===== config.mk =====
export PLATFORM = sky130hd
export DESIGN_NAME = wb_arbiter
export DESIGN_NICKNAME = d
export VERILOG_FILES = /design/src/rtl/wb_arbiter.sv
export SDC_FILE = /design/constraint.sdc
export NUM_CORES = 1
export LEC_CHECK = 0
export CAP_MARGIN = 10
export CORE_AREA = 8 8 105 107
export CTS_CLUSTER_DIAMETER = 40
export DETAILED_ROUTE_END_ITERATION = 6
export DIE_AREA = 0 0 113 115
export PLACE_DENSITY_LB_ADDON = 0.25
export SYNTH_ARGS = -nofsm -noshare
export SYNTH_HDL_FRONTEND = slang
export SYNTH_SLANG_ARGS = --single-unit

===== constraint.sdc =====
create_clock -name clk_i -period 1.4 [get_ports clk_i]
set_clock_uncertainty 0.1 [all_clocks]
set_input_delay 0.14 -clock clk_i [delete_from_list [all_inputs] [get_ports clk_i]]
set_output_delay 0.14 -clock clk_i [all_outputs]
set_load 0.005 [all_outputs]

===== src/rtl/wb_arbiter.sv =====
`default_nettype none
// ============================================================================
// Module   : wb_arbiter
// Purpose  : Two-master to one-slave Wishbone arbiter. Bus ownership is
//            granted one cycle after a request, ties are resolved round-robin
//            and the owner keeps the bus while its cyc stays high (bus lock).
//            Dropping cyc returns the arbiter to IDLE, which leaves one dead
//            cycle before the next grant.
// Revision : 1.0 - initial release
// ----------------------------------------------------------------------------
// Optional : WB_ARBITER_TIMEOUT_EN - when defined, a stalled slave (strobe
//            held without ack/err/rty for TIMEOUT_CYCLES cycles) is abandoned:
//            the owner gets a one-cycle error, cyc/stb drop and the arbiter
//            returns to IDLE. Without it a stalled slave holds the grant.
// ----------------------------------------------------------------------------
// Ports    : clk_i, rst_i (async, active-high)
//            m_cyc_i/m_stb_i/m_we_i [1:0]  per-master control, bit n = master n
//            m_adr_i/m_dat_i [63:0]        master 0 in [31:0], master 1 in [63:32]
//            m_sel_i [7:0]                 master 0 in [3:0], master 1 in [7:4]
//            m_dat_o [31:0]                slave read data, to both masters
//            m_ack_o/m_err_o/m_rty_o [1:0] terminations, owner bit only
//            s_cyc_o/s_stb_o/s_we_o        slave-side control
//            s_adr_o/s_dat_o [31:0], s_sel_o [3:0]
//            s_dat_i [31:0], s_ack_i/s_err_i/s_rty_i
//            grant_o [1:0]                 one-hot owner, 00 when idle
// ============================================================================
module wb_arbiter #(
  parameter int TIMEOUT_CYCLES = 255
) (
  input  logic        clk_i,
  input  logic        rst_i,
  input  logic [1:0]  m_cyc_i,
  input  logic [1:0]  m_stb_i,
  input  logic [1:0]  m_we_i,
  input  logic [63:0] m_adr_i,
  input  logic [7:0]  m_sel_i,
  input  logic [63:0] m_dat_i,
  output logic [31:0] m_dat_o,
  output logic [1:0]  m_ack_o,
  output logic [1:0]  m_err_o,
  output logic [1:0]  m_rty_o,
  output logic        s_cyc_o,
  output logic        s_stb_o,
  output logic        s_we_o,
  output logic [31:0] s_adr_o,
  output logic [31:0] s_dat_o,
  output logic [3:0]  s_sel_o,
  input  logic [31:0] s_dat_i,
  input  logic        s_ack_i,
  input  logic        s_err_i,
  input  logic        s_rty_i,
  output logic [1:0]  grant_o
);

  typedef enum logic [1:0] {
    IDLE = 2'd0,
    OWN0 = 2'd1,
    OWN1 = 2'd2
  } state_t;

  state_t r_state;
  state_t w_next;
  logic   r_last;     // index of the master granted most recently
  logic   w_timeout;  // owner abandoned this cycle because the slave stalled

  generate
    if ((TIMEOUT_CYCLES < 1) || (TIMEOUT_CYCLES > 65535)) begin : g_bad_timeout
      $error("wb_arbiter: TIMEOUT_CYCLES must be in 1..65535");
    end
  endgenerate

`ifdef WB_ARBITER_TIMEOUT_EN
  localparam logic [15:0] c_TO_LAST = 16'(TIMEOUT_CYCLES - 1);

  logic [15:0] r_to_cnt;
  logic        w_own_stb;
  logic        w_term;
  logic        w_stall;

  // Stall is judged on the owner's own strobe, not on s_stb_o, because
  // s_stb_o is itself forced low in the timeout cycle.
  always_comb begin
    w_own_stb = 1'b0;
    case (r_state)
      OWN0:    w_own_stb = m_cyc_i[0] & m_stb_i[0];
      OWN1:    w_own_stb = m_cyc_i[1] & m_stb_i[1];
      default: w_own_stb = 1'b0;
    endcase
  end

  assign w_term    = s_ack_i | s_err_i | s_rty_i;
  assign w_stall   = (r_state != IDLE) && w_own_stb && !w_term;
  // Fires during the stalled cycle that brings the count to TIMEOUT_CYCLES.
  assign w_timeout = w_stall && (r_to_cnt == c_TO_LAST);

  always_ff @(posedge clk_i or posedge rst_i) begin
    if (rst_i) begin
      r_to_cnt <= 16'd0;
    end else if ((r_state == IDLE) || w_term || w_timeout) begin
      r_to_cnt <= 16'd0;
    end else if (w_stall) begin
      r_to_cnt <= r_to_cnt + 16'd1;
    end
  end
`else
  assign w_timeout = 1'b0;
`endif

  // State and round-robin history
  always_ff @(posedge clk_i or posedge rst_i) begin
    if (rst_i) begin
      r_state <= IDLE;
      r_last  <= 1'b1;
    end else begin
      r_state <= w_next;
      if (r_state == IDLE && w_next == OWN0) begin
        r_last <= 1'b0;
      end else if (r_state == IDLE && w_next == OWN1) begin
        r_last <= 1'b1;
      end
    end
  end

  // Next-state logic
  always_comb begin
    w_next = r_state;
    case (r_state)
      IDLE: begin
        case (m_cyc_i)
          2'b01:   w_next = OWN0;
          2'b10:   w_next = OWN1;
          2'b11:   w_next = r_last ? OWN0 : OWN1;
          default: w_next = IDLE;
        endcase
      end
      OWN0: begin
        if (!m_cyc_i[0] || w_timeout) begin
          w_next = IDLE;
        end
      end
      OWN1: begin
        if (!m_cyc_i[1] || w_timeout) begin
          w_next = IDLE;
        end
      end
      default: w_next = IDLE;
    endcase
  end

  // Bus multiplexing; everything is zero while idle
  always_comb begin
    grant_o = 2'b00;
    s_cyc_o = 1'b0;
    s_stb_o = 1'b0;
    s_we_o  = 1'b0;
    s_adr_o = 32'd0;
    s_dat_o = 32'd0;
    s_sel_o = 4'd0;
    m_ack_o = 2'b00;
    m_err_o = 2'b00;
    m_rty_o = 2'b00;
    case (r_state)
      OWN0: begin
        grant_o    = 2'b01;
        s_cyc_o    = m_cyc_i[0] & ~w_timeout;
        s_stb_o    = m_stb_i[0] & ~w_timeout;
        s_we_o     = m_we_i[0];
        s_adr_o    = m_adr_i[31:0];
        s_dat_o    = m_dat_i[31:0];
        s_sel_o    = m_sel_i[3:0];
        m_ack_o[0] = s_ack_i;
        m_err_o[0] = s_err_i | w_timeout;
        m_rty_o[0] = s_rty_i;
      end
      OWN1: begin
        grant_o    = 2'b10;
        s_cyc_o    = m_cyc_i[1] & ~w_timeout;
        s_stb_o    = m_stb_i[1] & ~w_timeout;
        s_we_o     = m_we_i[1];
        s_adr_o    = m_adr_i[63:32];
        s_dat_o    = m_dat_i[63:32];
        s_sel_o    = m_sel_i[7:4];
        m_ack_o[1] = s_ack_i;
        m_err_o[1] = s_err_i | w_timeout;
        m_rty_o[1] = s_rty_i;
      end
      default: ;
    endcase
  end

  assign m_dat_o = s_dat_i;

endmodule
`default_nettype wire

==> metrics.csv <==
stage,metric,value,unit
grt,initial antenna violation count,0,
place,IO Port Bufs,225,
synthesis,Synth Register Bits,3,
grt,largest net degree at the start of global routing,30,
cells_and_area,share of cells above drive strength 1,0.536,
run,max-cap violations,0,
setup_path,crit-path most repeated cell,buf_6,
sta,Tcrit/Tclk final,1.36,
clock_tree,"Clk Latency, worst-skew pair",220,ps
clock_tree,quantity of hold-fixing buffers added after cts,0,
run_status,failing checks,negative setup slack,
detailed_routing,vias per cell,4.60,
setup_path,crit path kind,reg -> out,
synthesis,register area share after synthesis,0.0464,
setup_path,critical path's slowest cell,dfrtp_1,
setup_path,Critical path buffers and inverters,5,
power_and_ir_drop,Leak Pwr,1.95,nW
synthesis,Mean Syn Cell Area,7.22,um2
die,io pins,290,
power_and_ir_drop,Comb pwr share,0.956,
clock_tree,CTS Buffer Depth,2,
synthesis,top cell type's share of synthesized area,0.319,
grt,first-pass GRT wire length,15.5,mm
sta,RSZ-0062 raised after global routing,true,
setup_path,Worst setup SP type,flip-flop,
grt,Congestion Overflow GR,0,
setup_path,Worst R2R End,r_last,
die,core box area,9460,um2
setup_path,crit-path cells,buf_6 > ha_4 > buf_6 > buf_16 > buf_6 > a22oi_2 > nor2b_1 > buf_2,
clock_tree,"Reg clk slew, reported paths",30,ps
setup_path,Reg-to-Reg Start,r_state[0],
detailed_routing,1st-iter DRT viols,40,
die,Chip Width,113,um
clock_tree,CTS tree,done,
die,num rows,36,
detailed_routing,drt first pass iters,3,
sta,final max-slew violation count,0,
place,dpl hpwl,7.78,mm
detailed_routing,Residual DRC,0,
cells_and_area,n_diodes,0,
cells_and_area,nets@finish,657,
die,die height,115,um
sta,setup violators final,81,
clock_tree,Num CTS Buffers,3,
run_status,status,"complete, but fails checks",
synthesis,synth top area cells,"a22oi_1, nor2b_1, buf_4, ha_1, dfrtp_1",
synthesis,post-synthesis cell area,1650,um2
cells_and_area,fin area,4920,um2
power_and_ir_drop,P per Cell Area,2070,nW/um2
sta,worst slew pin tran,228,ps
power_and_ir_drop,sw frac,0.376,
setup_path,Crit path largest cell delay,390,ps
power_and_ir_drop,Max VDD drop,0.854,mV
sta,final hold slack,1.36,ps
power_and_ir_drop,Reg power frac,0.019,
synthesis,Post-Syn Nets,412,
min_path,HP Class,in -> async,
sta,Slew HR,0.848,
synthesis,cell taking the most area after synthesis,a22oi_1,
die,Die ar.,13000,um2
detailed_routing,detailed-route wire length,11.4,mm
power_and_ir_drop,Clk network pwr share,0.025,
grt,vias in the first global route,2845,
cells_and_area,area grow syn2layout,199,%
sta,Fmax,524,MHz
setup_path,R2R depth,8,
clock_tree,clock sinks,3,
place,DP Area,3910,um2
setup_path,kind of cell adding the most delay to the critical path,buffers and inverters,
detailed_routing,DRT antenna net count,0,
setup_path,worst path arrival time,1670,ps
sta,Tmin final,1910,ps
setup_path,flop-to-flop setup slack,-410,ps
setup_path,crit end category,output pin,
clock_tree,Root Buffer,clkbuf_8,
synthesis,Syn Inst Count,228,
cells_and_area,"commonest non-fill, non-tap cell in the layout",clkdlybuf4s50_1,
setup_path,Worst EP required,1160,ps
power_and_ir_drop,cell-internal power,0.00634,W
cells_and_area,Layout Utilization,0.520,
detailed_routing,via count,2697,
power_and_ir_drop,sw power,0.00382,W
sta,final worst slack,-507,ps
place,routability cong.,0.745,
sta,Final Hold Fails,0,
detailed_routing,Routed WL per cell,19.5,um
grt,total track usage,0.148,
clock_tree,htree depth,1,
synthesis,library cells used by synthesis,22,
synthesis,Syn. warnings,0,
setup_path,crit-path max FO,7,
cells_and_area,most frequent cells in the layout,"clkdlybuf4s50_1, a22oi_2, nor2b_1",
die,starting density of the core,0.174,
==> per-layer routing <==
layer	vias up	wire length, um	global-route usage
li1	1272	-	-
met4	0	179	0.0435
met1	1267	3860	0.139
met5	-	0	0
met3	26	1070	0.0572
met2	132	6340	0.290
==> sequential cells by signal (all words and copies together), names as in the netlist <==
register / flops
r_state: 2
r_last: 1
==> final cells by class <==
| class | count | area (um2) |
|---|---|---|
| clock buffers | 4 | 45.0 |
| well taps | 114 | 143 |
| inverters | 4 | 20.0 |
| repair buffers | 295 | 2970 |
| flip-flops and latches | 3 | 77.6 |
| fillers | 892 | 4540 |
| multi-input cells | 166 | 1660 |
==> synth_stat cells (all sizes together) <==
library cell,number
nand2,1
a22oi,72
nand3,1
nand2b,2
buf,48
clkinv,1
dfstp,1
nor2b,71
and2,6
a31o,1
nor3,1
or2b,1
a21oi,1
clkbuf,7
inv,3
ha,5
o21ai,3
and2b,1
dfrtp,2
==> what timing repair did <==
item | 4_1_cts | 5_1_grt
endpoints found under the hold margin | 0 | 0
buffers inserted | 27 | 18
pin swaps | 5 | 18
gates resized for setup | 296 | 150
cloned | 8 | 9
endpoints found under the setup margin | 82 | 82
==> power by group through the flow <==
stage	logic, W	clock network (W)	registers [W]
3_3_place_gp	0.00606	0	0.000184
5_1_grt	0.0104	0.000272	0.000206
2_1_floorplan	0.00333	0	0.000190
4_1_cts	0.00823	0.000262	0.000189
6_report	0.00971	0.000253	0.000198
3_5_place_dp	0.00609	0	0.000185
==> cell families (layout without fill, tap and decap cells) <==
| group | count (synthesis) | after routing | share of synthesized area |
|---|---|---|---|
| flip-flops | 3 | 3 | 0.0464 |
| AO/OA/AOI/OAI | 77 | 77 | 0.354 |
| AND/OR/NAND/NOR | 84 | 84 | 0.321 |
| adder cells (fa/ha/maj) | 5 | 5 | 0.0380 |
| buffers and inverters | 59 | 303 | 0.241 |
==> worst reg2reg max path: stages (launching register included) <==
cell and delay [ps]:
dfrtp_1 390, inv_2 130, ha_4 290, buf_12 170
a22oi_2 60, buf_4 150, nor3_4 180, o21ai_2 100
a22oi_2 170
==> how the worst max path moves through the flow <==
stage               startpoint           to  slack [ps]  cells after the start
floorplan           r_state[1]  s_adr_o[10]         -20                      6
CTS                 r_state[0]   s_dat_o[0]        -680                      8
global placement    r_state[0]  s_dat_o[22]        -570                      6
finish              r_state[0]   s_adr_o[0]        -510                      8
global route        r_state[0]   s_adr_o[0]        -580                      8
detailed placement  r_state[1]  s_dat_o[22]        -600                      5
==> stage by stage <==
| stage | worst slack, ps | total power (W) | std cells | TNS, ps |
|---|---|---|---|---|
| 2_1_floorplan | -22.3 | 0.00352 | 228 | -1470 |
| 3_3_place_gp | -574 | 0.00624 | 528 | -41160 |
| 3_5_place_dp | -600 | 0.00627 | 528 | -43380 |
| 4_1_cts | -679 | 0.00868 | 566 | -38740 |
| 5_1_grt | -575 | 0.0108 | 586 | -38650 |
| 6_report | -507 | 0.0102 | 586 | -33440 |
Power figures use the tool's default switching activity.
